`src/rtl/cpu_mem_responder_if.sv`:
```
// ---------------------------------------------------------------------------
// cpu_mem_responder_if
//   Load/store bus between a processor core (master) and the data-memory
//   responder (slave). Single-beat requests, one-cycle ack completion.
//
//   req        master -> slave  request, sampled by the slave when idle
//   we         master -> slave  1 = write, 0 = read
//   addr       master -> slave  word address
//   wdata      master -> slave  write data
//   ack        slave  -> master one-cycle completion pulse
//   rdata      slave  -> master read data, valid with ack, held afterwards
//   err        slave  -> master out-of-range flag, valid with ack
//   busy       slave  -> master transaction in flight
//   txn_count  slave  -> master saturating completed-transaction count
// ---------------------------------------------------------------------------
interface cpu_mem_responder_if #(
  parameter int ADDR_W = 8,
  parameter int DATA_W = 16
);
  logic              req;
  logic              we;
  logic [ADDR_W-1:0] addr;
  logic [DATA_W-1:0] wdata;
  logic              ack;
  logic [DATA_W-1:0] rdata;
  logic              err;
  logic              busy;
  logic [15:0]       txn_count;

  modport master (
    output req, we, addr, wdata,
    input  ack, rdata, err, busy, txn_count
  );

  modport slave (
    input  req, we, addr, wdata,
    output ack, rdata, err, busy, txn_count
  );
endinterface

```
`src/rtl/cpu_mem_responder.sv`:
```
// ---------------------------------------------------------------------------
// cpu_mem_responder
//   Slow data memory for the processor load/store port. A request is latched
//   in IDLE, held for WAIT_CYCLES wait states, performed at the WAIT->RESP
//   edge and acknowledged for one cycle in RESP.
//
//   clk    rising-edge clock
//   pcrst  asynchronous active-low reset
//   bus    cpu_mem_responder_if slave side (req/we/addr/wdata in,
//          ack/rdata/err/busy/txn_count out)
//
//   Latency: capture at edge E -> ack high in the cycle after E+WAIT_CYCLES+1.
//   Minimum request period is WAIT_CYCLES+3 cycles.
// ---------------------------------------------------------------------------
module cpu_mem_responder #(
  parameter int ADDR_W      = 8,
  parameter int DATA_W      = 16,
  parameter int DEPTH       = 200,
  parameter int WAIT_CYCLES = 2
) (
  input logic                 clk,
  input logic                 pcrst,
  cpu_mem_responder_if.slave  bus
);

  typedef enum logic [1:0] {
    S_IDLE = 2'd0,
    S_WAIT = 2'd1,
    S_RESP = 2'd2
  } state_t;

  localparam logic [3:0]      WAIT_INIT = 4'(WAIT_CYCLES);
  // One extra bit so DEPTH == 2^ADDR_W is representable.
  localparam logic [ADDR_W:0] DEPTH_LIM = (ADDR_W+1)'(DEPTH);

  state_t            state;
  logic [3:0]        wait_cnt;
  logic              we_q;
  logic [ADDR_W-1:0] addr_q;
  logic [DATA_W-1:0] wdata_q;
  logic              ack_q;
  logic              err_q;
  logic              busy_q;
  logic [DATA_W-1:0] rdata_q;
  logic [15:0]       txn_q;

  logic [DATA_W-1:0] mem [DEPTH];

  logic in_range;
  logic do_access;

  assign in_range  = ({1'b0, addr_q} < DEPTH_LIM);
  // The access happens on the edge that leaves WAIT with an expired counter.
  assign do_access = (state == S_WAIT) && (wait_cnt == 4'd0);

  // NOTE: the memory array has no reset branch; clearing every word would
  // turn it into a bank of flops instead of a RAM. Because reset forces the
  // state to IDLE asynchronously, a write still in WAIT can never land.
  always_ff @(posedge clk) begin
    if (do_access && we_q && in_range) begin
      mem[addr_q] <= wdata_q;
    end
  end

  // NOTE: all sequential state uses non-blocking assignments so every
  // register samples pre-edge values regardless of statement order.
  always_ff @(posedge clk or negedge pcrst) begin
    if (!pcrst) begin
      state    <= S_IDLE;
      wait_cnt <= 4'd0;
      we_q     <= 1'b0;
      addr_q   <= '0;
      wdata_q  <= '0;
      ack_q    <= 1'b0;
      err_q    <= 1'b0;
      busy_q   <= 1'b0;
      rdata_q  <= '0;
      txn_q    <= 16'd0;
    end else begin
      case (state)
        S_IDLE: begin
          if (bus.req) begin
            we_q     <= bus.we;
            addr_q   <= bus.addr;
            wdata_q  <= bus.wdata;
            wait_cnt <= WAIT_INIT;
            busy_q   <= 1'b1;
            state    <= S_WAIT;
          end
        end

        S_WAIT: begin
          if (wait_cnt != 4'd0) begin
            wait_cnt <= wait_cnt - 4'd1;
          end else begin
            ack_q <= 1'b1;
            state <= S_RESP;
            if (!in_range) begin
              err_q   <= 1'b1;
              rdata_q <= '0;
            end else if (!we_q) begin
              rdata_q <= mem[addr_q];
            end
          end
        end

        S_RESP: begin
          ack_q  <= 1'b0;
          err_q  <= 1'b0;
          busy_q <= 1'b0;
          if (txn_q != 16'hFFFF) begin
            txn_q <= txn_q + 16'd1;
          end
          state  <= S_IDLE;
        end

        // NOTE: the default arm makes the unused encoding recover to IDLE
        // with quiet outputs instead of locking up.
        default: begin
          ack_q  <= 1'b0;
          err_q  <= 1'b0;
          busy_q <= 1'b0;
          state  <= S_IDLE;
        end
      endcase
    end
  end

  assign bus.ack       = ack_q;
  assign bus.err       = err_q;
  assign bus.busy      = busy_q;
  assign bus.rdata     = rdata_q;
  assign bus.txn_count = txn_q;

endmodule

```
`src/flat_wrapper.sv`:
```
// flat-port wrapper written by rule: the top's interface ports become plain ports
module cpu_mem_responder_flat 
#(
  parameter int ADDR_W      = 8,
  parameter int DATA_W      = 16,
  parameter int DEPTH       = 200,
  parameter int WAIT_CYCLES = 2
)
  (clk, pcrst, bus_req, bus_we, bus_addr, bus_wdata, bus_ack, bus_rdata, bus_err, bus_busy, bus_txn_count);
  cpu_mem_responder_if #(.ADDR_W(ADDR_W), .DATA_W(DATA_W)) bus_i ();
  input logic clk;
  input logic pcrst;
  input wire logic [$bits(bus_i.req)-1:0] bus_req;
  input wire logic [$bits(bus_i.we)-1:0] bus_we;
  input wire logic [$bits(bus_i.addr)-1:0] bus_addr;
  input wire logic [$bits(bus_i.wdata)-1:0] bus_wdata;
  output wire logic [$bits(bus_i.ack)-1:0] bus_ack;
  output wire logic [$bits(bus_i.rdata)-1:0] bus_rdata;
  output wire logic [$bits(bus_i.err)-1:0] bus_err;
  output wire logic [$bits(bus_i.busy)-1:0] bus_busy;
  output wire logic [$bits(bus_i.txn_count)-1:0] bus_txn_count;
  assign bus_i.req = bus_req;
  assign bus_i.we = bus_we;
  assign bus_i.addr = bus_addr;
  assign bus_i.wdata = bus_wdata;
  assign bus_ack = bus_i.ack;
  assign bus_rdata = bus_i.rdata;
  assign bus_err = bus_i.err;
  assign bus_busy = bus_i.busy;
  assign bus_txn_count = bus_i.txn_count;
  cpu_mem_responder #(.ADDR_W(ADDR_W), .DATA_W(DATA_W), .DEPTH(DEPTH), .WAIT_CYCLES(WAIT_CYCLES)) u_core (.clk(clk), .pcrst(pcrst), .bus(bus_i));
endmodule
```
`config.mk`:
```
export PLATFORM = sky130hd
export DESIGN_NAME = cpu_mem_responder_flat
export DESIGN_NICKNAME = d
export VERILOG_FILES = /design/src/rtl/cpu_mem_responder_if.sv /design/src/rtl/cpu_mem_responder.sv /design/src/flat_wrapper.sv
export SDC_FILE = /design/constraint.sdc
export NUM_CORES = 2
export LEC_CHECK = 0
export CORE_ASPECT_RATIO = 1.1
export CORE_MARGIN = 3
export CORE_UTILIZATION = 35
export CTS_CLUSTER_DIAMETER = 120
export DETAILED_ROUTE_END_ITERATION = 6
export GPL_ROUTABILITY_DRIVEN = 0
export PLACE_DENSITY_LB_ADDON = 0.15
export SYNTH_ARGS = -nofsm -noshare
export SYNTH_HDL_FRONTEND = slang
export SYNTH_SLANG_ARGS = --single-unit
```
`constraint.sdc`:
```
create_clock -name clk -period 9.5 [get_ports clk]
set_clock_uncertainty 0.15 [all_clocks]
set_input_delay 2.85 -clock clk [delete_from_list [all_inputs] [get_ports clk]]
set_output_delay 2.85 -clock clk [all_outputs]
set_load 0.01 [all_outputs]
```
==> summary.txt <==
Global routing
  • Initial antenna violation count: 15
  • First-pass GRT wire length: 502000 um
  • Pin count of the biggest net entering global routing: 157
  • All-Layer GR Usage: 19.5%
  • Vias in the first global route: 60800
  • Total global routing overflow: 0

Detailed routing
  • DRT Pass-1 Iters: 5
  • DRC: 0
  • Vias/cell: 5.44
  • Wire per inst: 33.0 um
  • Antenna Nets Post-Route: 0
  • Iteration-0 DRC Markers: 5843
  • Via count: 59300
  • WL final: 360000 um

Hold path
  • Hold WC Path Type: reg -> reg

Yosys
  • Mean Syn Cell Area: 22.6 um^2
  • Synthesized area: 0.125 mm^2
  • Asr flop ratio synth: 2.02%
  • Mapped Cells: 5538
  • Synth area leaders: edfxtp_1 (77%), mux4_2 (15%), mux2i_1 (1.4%), dfrtp_1 (1.3%), nor2_1 (0.73%)
  • Sequential area share after synthesis: 78.0%
  • Count leader, synth: edfxtp_1
  • Top-area cell type share of the netlist area: 76.7%
  • Flops & latches, synth: 3266
  • Post-synthesis cell type count: 49
  • Top cell type by total area after synthesis: edfxtp_1
  • Yosys Warn Count: 0
  • Post-synth net total: 5569
  • Top post-synthesis cells by count: edfxtp_1 (3200), mux4_2 (816), nor2_1 (244)
  • Synth Flop Type: edfxtp_1
  • Post-synth EDFFs: 3200

Clocking
  • Worst-skew pair later-pin latency: 0.93 ns
  • Post-CTS Hold Fix Bufs: 0
  • Clk buf depth: 4
  • Clock sinks: 3266
  • CTS buffer count: 349
  • Clock transition at path regs: 0.06 ns
  • Number of H-tree levels: 5
  • Post-CTS setup buffers: 0
  • Post-CTS resize count: 0
  • TritonCTS clock tree: yes
  • CTS root buffer: clkbuf_16

Die
  • Core Area: 0.355 mm^2
  • Die height: 634 um
  • Rows: 229
  • Initial Util: 35.3%
  • Die W: 577 um
  • Die ar.: 0.365 mm^2
  • IO Pins: 63

Power
  • Peak supply drop: 261 uV
  • LEAKAGE: 44.1 nW
  • PD cells: 314 mW/mm^2

STA
  • Tmin final: 5.30 ns
  • RSZ-0062 raised after global routing: false
  • Worst-margin pin slew: 1.49 ns
  • Normalized max-slew margin: 0.0622%
  • Final setup TNS: 0 ns
  • Setup ws final: 4.20 ns
  • Part of the cycle the worst path needs: 55.8%
  • Setup violators final: 0
  • Max Slew Vio Count: 0
  • Hold Violations, Final: 0
  • Fmax: 189 MHz

Job
  • Max Cap Viol: 2

Final layout
  • Area Overhead vs Synth: 14.6%
  • Fin nets: 5914
  • Filler Cells Inserted: 31200
  • Multi-input logic area: 0.0262 mm^2
  • Layout cells sized above 1: 28.1%
  • Register area: 0.0978 mm^2

Setup path
  • Worst EP required: 6.50 ns
  • Critical path's top delay family: buffers and inverters
  • CP Max Fanout: 2
  • CP Class: reg -> out
  • WP buf/inv: 1
  • Max stage delay on crit path: 0.74 ns
  • Crit end category: output port
  • R2r setup slk: 4.22 ns
  • CP startpoint kind: register
  • Worst-path cell chain: clkdlybuf4s50_1
  • Arrival time worst endpoint: 2.30 ns
  • Slowest library cell on the worst path: clkdlybuf4s50_1

Outcome
  • Status: finished with violations
  • Violated checks: capacitance limit

Placement
  • Post-Place Setup Slack: 4.20 ns
  • Count of input and output buffers: 62
  • Post-DP HPWL: 214000 um
worst paths after layout:
path,from,to,cells past startpoint
hold / removal,u_core.bus.busy,u_core.bus.busy,1
max in group asynchronous,pcrst,u_core.addr_q[0],2
hold reg to reg,u_core.bus.busy,u_core.bus.busy,1
setup / recovery,u_core.bus.rdata[6],bus_rdata[6],1
min in group asynchronous,pcrst,u_core.wdata_q[13],1
setup reg to reg,u_core.addr_q[0],u_core.bus.rdata[15],7
kinds of logic (layout without fill, tap and decap cells):
logic type                 count (synthesis)  count (layout)  share of synthesized area, %
AOI/OAI and AO/OA                        355             355                          2.04
xor gates and xnor gates                  16              16                         0.112
adders and majority gates                  3               3                        0.0300
buffers and inverters                    329             953                          1.34
DFF                                     3266            3266                          78.0
muxes                                   1059            1059                          16.7
other                                      0              10                             0
and+or+nand+nor                          510             510                          1.79
per-stage QoR:
step | total power, mW | util [%] | area, um^2 | hold slack (ns) | cells
finish | 45.0 | 40.4 | 144000 | 0.345 | 10900
global route | 46.6 | 40.4 | 144000 | 0.360 | 10900
CTS | 45.7 | 40.4 | 144000 | 0.345 | 10900
detailed placement | 32.5 | 37.4 | 133000 | 0.329 | 10300
global placement | 32.4 | 37.4 | 133000 | 0.325 | 10300
floorplan | 26.8 | - | 125000 | 0.312 | 5538
state kept, by name (all words and copies together), names as in the netlist:
name / flops
u_core.bus.ack: 1
u_core.mem: 3200
u_core.we_q: 1
u_core.bus.rdata: 16
u_core.bus.busy: 1
u_core.wdata_q: 16
u_core.addr_q: 8
u_core.bus.txn_count: 16
u_core.state: 2
u_core.bus.err: 1
u_core.wait_cnt: 4
where the power goes:
| group | total [mW] | internal (mW) | switching (mW) | leakage, nW |
|---|---|---|---|---|
| sequential | 19.0 | 18.1 | 0.937 | 29.6 |
| clock | 13.1 | 7.51 | 5.64 | 5.29 |
| combinational | 12.9 | 4.43 | 8.42 | 9.20 |
| total | 45.0 | 30.0 | 15.0 | 44.1 |
layer usage:
metal | track usage [%] | up-vias | routed length, um
met3 | 3.05 | 478 | 20200
met1 | 26.3 | 32700 | 150000
met5 | 0 | - | 21
li1 | - | 24200 | -
met2 | 32.4 | 1880 | 178000
met4 | 6.12 | 4 | 12100
area by class of cell:
type                    instances  share of cell area [%]
clock inverters               190                    1.10
diodes                         10                  0.0174
flip-flops and latches       3266                    68.1
inverters                       8                  0.0209
well taps                    4735                    4.13
multi-input cells            1943                    18.3
clock buffers                 440                    6.48
repair buffers                315                    1.85
cells in the final DEF (no fill, tap or decap), types with 74 or more instances in the layout:
cell       instances
mux2i_1          172
clkbuf_1          78
edfxtp_1        3200
nand2_1          101
o22ai_1          103
nor2_1           169
clkbuf_16        358
clkinv_1          90
mux4_2           816
nor2_2            74
buf_4            242
(Power assumes the default switching activity.)
